[src/rtl/sq_qpn_arbiter.sv]
// Round-robin arbiter feeding one registered QPN to SQ context fetch; accept in cycle N, offered in N+1.
// Sources are only accepted when the holding register is empty or is being drained by qpn_ready.
module sq_qpn_arbiter #(
    parameter int NUM_SRC   = 4,
    parameter int QPN_WIDTH = 24
) (
    input  logic                          clk,
    input  logic                          rst,
    input  logic [NUM_SRC-1:0]            src_valid,
    input  logic [NUM_SRC*QPN_WIDTH-1:0]  src_qpn,
    output logic [NUM_SRC-1:0]            src_ready,
    output logic                          qpn_valid,
    output logic [QPN_WIDTH-1:0]          qpn_data,
    input  logic                          qpn_ready,
    output logic [2:0]                    grant_src,
    output logic [31:0]                   grant_cnt
);

    typedef enum logic [1:0] {
        IDLE = 2'b00,
        HOLD = 2'b01
    } state_t;

    state_t               r_state;
    state_t               w_state_nxt;
    logic [QPN_WIDTH-1:0] r_qpn;
    logic [2:0]           r_grant_src;
    logic [2:0]           r_last_grant;
    logic [31:0]          r_grant_cnt;

    logic                 w_found;
    logic [2:0]           w_winner;
    logic [QPN_WIDTH-1:0] w_win_qpn;
    logic                 w_cap_opp;
    logic                 w_capture;
    logic [NUM_SRC-1:0]   w_src_rdy;

    // Search order starts one past the last grant; the first valid hit in that order wins.
    always_comb begin
        w_found   = 1'b0;
        w_winner  = '0;
        w_win_qpn = '0;
        for (int k = 1; k <= NUM_SRC; k++) begin
            for (int i = 0; i < NUM_SRC; i++) begin
                if (!w_found && src_valid[i] &&
                    ((int'(r_last_grant) + k) % NUM_SRC == i)) begin
                    w_found   = 1'b1;
                    w_winner  = 3'(i);
                    w_win_qpn = src_qpn[i*QPN_WIDTH +: QPN_WIDTH];
                end
            end
        end
    end

    assign w_cap_opp = (r_state == IDLE) || ((r_state == HOLD) && qpn_ready);
    assign w_capture = w_cap_opp && w_found && !rst;

    always_comb begin
        w_src_rdy = '0;
        for (int i = 0; i < NUM_SRC; i++) begin
            if (w_capture && (w_winner == 3'(i))) begin
                w_src_rdy[i] = 1'b1;
            end
        end
    end

    always_comb begin
        w_state_nxt = IDLE;
        case (r_state)
            IDLE:    w_state_nxt = w_capture ? HOLD : IDLE;
            HOLD:    w_state_nxt = (qpn_ready && !w_capture) ? IDLE : HOLD;
            default: w_state_nxt = IDLE;
        endcase
    end

    always_ff @(posedge clk or posedge rst) begin
        if (rst) begin
            r_state <= IDLE;
        end else begin
            r_state <= w_state_nxt;
        end
    end

    // Reset value of last_grant makes source 0 the first to be searched.
    always_ff @(posedge clk or posedge rst) begin
        if (rst) begin
            r_qpn        <= '0;
            r_grant_src  <= '0;
            r_last_grant <= 3'(NUM_SRC - 1);
            r_grant_cnt  <= '0;
        end else if (w_capture) begin
            r_qpn        <= w_win_qpn;
            r_grant_src  <= w_winner;
            r_last_grant <= w_winner;
            r_grant_cnt  <= r_grant_cnt + 32'd1;
        end
    end

    assign src_ready = w_src_rdy;
    assign qpn_valid = (r_state == HOLD);
    assign qpn_data  = r_qpn;
    assign grant_src = r_grant_src;
    assign grant_cnt = r_grant_cnt;

endmodule

[config.mk]
export PLATFORM = sky130hd
export DESIGN_NAME = sq_qpn_arbiter
export DESIGN_NICKNAME = d
export VERILOG_FILES = /design/src/rtl/sq_qpn_arbiter.sv
export SDC_FILE = /design/constraint.sdc
export NUM_CORES = 1
export LEC_CHECK = 0
export ABC_CLOCK_PERIOD_IN_PS = 2450
export BUFFER_PORTS_ARGS = -buffer_cell sky130_fd_sc_hd__buf_4
export CAP_MARGIN = 20
export CORE_ASPECT_RATIO = 1.4
export CORE_MARGIN = 8
export CORE_UTILIZATION = 45
export CTS_BUF_LIST = sky130_fd_sc_hd__clkbuf_4
export DETAILED_ROUTE_END_ITERATION = 6
export PLACE_DENSITY_LB_ADDON = 0.3
export SKIP_LAST_GASP = 1
export SYNTH_ARGS = -nofsm -noshare
export SYNTH_HDL_FRONTEND = slang
export SYNTH_SLANG_ARGS = --single-unit
[constraint.sdc]
create_clock -name clk -period 2.45 [get_ports clk]
set_input_delay 0.245 -clock clk [delete_from_list [all_inputs] [get_ports clk]]
set_output_delay 0.245 -clock clk [all_outputs]
set_load 0.03 [all_outputs]
==> run_results.csv <==
group,metric,value,unit
logic_synthesis,yosys.area.top_type_share,26.19,%
logic_synthesis,synth_top_cell_by_area,"dfrtp_1",
critical_path,critPathRequiredTime,2.20,ns
grt,grt_pass1_vias,7735,
grt,grt_pass1_wl,42860,um
final_layout,register_area,0.001536,mm^2
grt,gr-total-overflow,0,
floorplanning,die_w,110.6,um
final_layout,final_nets,1030,
timing,timing.fmax,405.6,MHz
pwr,power_leakage,3.381,nW
outcome,status,"finished with violations",
logic_synthesis,syn_inst,734,
logic_synthesis,yosysWarnings,0,
final_layout,layout_commonest_cell,"buf_4",
clock_network,root_buffer,"clkbuf_4",
critical_path,slowest_delay,0.71,ns
clock_network,cts_tree,"built",
timing,rsz0062_at_grt,"true",
clock_network,cts_buffers,9,
timing,setup_viol,2,
grt,grt.total_usage,31.99,%
timing,worst_slew_pin_slew,0.8950,ns
pwr,clkPwrFrac,15.0,%
flow_run,max_cap_violations,0,
logic_synthesis,synth-seq-cells,61,
final_layout,multi_input_area,0.003909,mm^2
clock_network,clkTransAtPathRegs,0.14,ns
final_layout,fillers,1083,
pwr,p_sw_share,46.93,%
routing,drt_wl_total,27580,um
critical_path,r2r_slack,0.03,ns
worst_hold_path,min_to,"qpn_data[18]",
critical_path,crit_slowest_cell,"dfstp_4",
critical_path,cp-start-kind,"flop",
timing,hold_violations,0,
pwr,p_total,0.005326,W
routing,drtAntennaViolNets,0,
critical_path,worstReg2RegEnd,"qpn_data[15]",
routing,drtPass1Iterations,7,
timing,layout_min_cycle_time,2.466,ns
routing,via_count,7668,
placed_design,port_buffers,165,
clock_network,worstSkewPairLatency,0.44,ns
timing,relSlewSlack,39.94,%
placed_design,place_ws,0.1251,ns
critical_path,arrival,2.22,ns
final_layout,drive_gt1_share,31.79,%
pwr,internal-power,0.002826,W
pwr,comb_power_share,57.8,%
pwr,p_per_area,692.3,mW/mm^2
logic_synthesis,ys.flop_type,"dfrtp_1",
outcome,violations,"DRC, setup timing",
logic_synthesis,yosys-top-cells-area,"dfrtp_1 (26%), a21oi_1 (5.1%), a221oi_1 (4.8%)",
timing,post-route-period-util,100.6,%
placed_design,gp_congestion,1.019,
floorplanning,core,0.01231,mm^2
routing,drtIter0Drc,1222,
clock_network,numClockSinks,61,
floorplanning,dieArea,0.01641,mm^2
floorplanning,io_pins,167,
timing,hold_ws,0.1243,ns
logic_synthesis,ys_seq_area_share,27.13,%
timing,finalSetupTns,-0.01787,ns
floorplanning,num_rows,48,
logic_synthesis,synth_cell_types,67,
pwr,seq_power_share,27.2,%
routing,viasPerCell,7.087,
worst_hold_path,min_from,"src_qpn[66]",
clock_network,cts.path.max_buffers,2,
final_layout,layout.cells.most_common_list,"buf_4 (238), nor2_1 (67), dfrtp_1 (59)",
timing,slew_violations,0,
placed_design,hpwl,19950,um
logic_synthesis,syn-cell-area,0.005637,mm^2
logic_synthesis,syn_nets,838,
critical_path,path_class,"reg2out",
grt,grt_max_degree,46,
routing,drc,10,
worst_hold_path,hp-class,"in2reg",
timing,skew,0.02296,ns
critical_path,r2r_cells,9,
logic_synthesis,synthArstFlopShare,100.0,%
timing,layout_setup_ws,-0.01564,ns
critical_path,worstPathCellList,"clkinvlp_4 > nor3_2 > o22ai_2 > nor2_2 > nor3_1 > buf_4",
pwr,peakVddDrop,0.0003835,V
final_layout,utilization,62.48,%
floorplanning,initial_core_util,45.78,%
routing,wl_per_cell,25.49,um
critical_path,reg2reg_from,"r_last_grant[0]",
worst_hold_path,whs_path_depth,3,
logic_synthesis,synth.avg_cell_area,7.679,um^2
final_layout,synthToLayoutAreaGrowth,36.47,%
pwr,p_switching,0.002499,W
logic_synthesis,synth_edf_count,0,
grt,antenna_found_initial,1,
floorplanning,die_h,148.4,um
clock_network,ctsHtreeMaxLevel,3,
critical_path,path_max_fanout,7,
critical_path,end_kind,"primary output",
## cells by family (layout without fill, tap and decap cells)
family / Yosys count / in the layout / synth area share (%)
adder cells (fa/ha/maj): 1 / 1 / 0.2219
other: 1 / 2 / 0.06653
XOR/XNOR: 31 / 31 / 4.817
flip-flops: 61 / 61 / 27.13
AND/OR/NAND/NOR: 260 / 260 / 23.51
multiplexers: 3 / 3 / 0.5549
buffers and inverters: 71 / 268 / 5.616
AO/OA/AOI/OAI: 306 / 306 / 38.09
## worst max-delay path: cells and delay by family, from the launching register on
kind,cells,cell delay (ns)
flops,1,0.71
simple gates,3,0.53
buf+inv,2,0.38
compound gates,1,0.15
## power by group through the flow
stage | logic, W | clock network (W) | registers, W
floorplan | 0.00135 | 0 | 0.00183
finish | 0.00308 | 0.000799 | 0.00145
detailed placement | 0.00283 | 0 | 0.00149
CTS | 0.00297 | 0.000803 | 0.00144
global route | 0.00326 | 0.000839 | 0.00148
global placement | 0.00278 | 0 | 0.00148
## how the worst max path moves through the flow
stage | start | endpoint | slack [ns] | cells past startpoint
3_5_place_dp | r_last_grant[1] | qpn_data[16] | 0.13 | 7
3_3_place_gp | r_last_grant[1] | src_ready[3] | 0.16 | 6
6_report | r_last_grant[1] | src_ready[3] | -0.02 | 6
2_1_floorplan | r_last_grant[0] | src_ready[3] | 0.1 | 7
5_1_grt | r_last_grant[1] | src_ready[3] | -0.05 | 6
4_1_cts | r_last_grant[1] | src_ready[3] | -0.003 | 6
## cells in the mapped netlist, types with 4 or more instances
library cell and n:
a31oi_1 5, o21ai_0 46, o221ai_1 11, or3_1 12, and2_1 7, o211a_1 5, nand3_1 19, a21o_1 19
xor2_1 6, buf_2 27, and4_1 4, o21ai_1 6, a211oi_1 12, nand2_1 57, o2111ai_1 5, o22ai_1 35
a221oi_1 31, a21oi_1 58, a222oi_1 14, and3_1 15, nor2_1 68, nand2b_1 9, inv_1 8, clkbuf_1 28
a22oi_1 20, nor3_1 29, nor2b_1 7, a221o_1 10, dfrtp_1 59, buf_1 4, nand4_1 15, xnor2_1 25
## layout make-up
class / count / area share, %
multi-input combinational: 602 / 50.81
timing repair buffer: 244 / 24.46
sequential: 61 / 19.97
tap: 150 / 2.440
clock inverter: 7 / 0.9597
clock buffer: 9 / 0.8783
inverter: 8 / 0.4392
antenna: 1 / 0.03253
## what timing repair did
action	4_1_cts	5_1_grt
hold endpoints to repair	14	0
resized for setup	10	19
buffers inserted	11	0
hold buffers	1	0
setup endpoints to repair	4	21
pin swaps	1	3
## layer usage
metal,GRT usage (%),wire length [um]
met5,0,0
met4,16.95,1249
met3,6.167,3121
met2,52.87,13070
met1,38.48,10140
## per-stage QoR
step,cell area (um^2),std cells
global route,7692,1082
detailed placement,7356,1054
CTS,7619,1082
global placement,7356,1054
floorplan,5643,734
finish,7692,1082
## flip-flops by register name, indices dropped and copies added (netlist names)
name / flops
r_state: 1
qpn_data: 24
grant_cnt: 32
r_last_grant: 2
grant_src: 2
(Power assumes the default switching activity.)
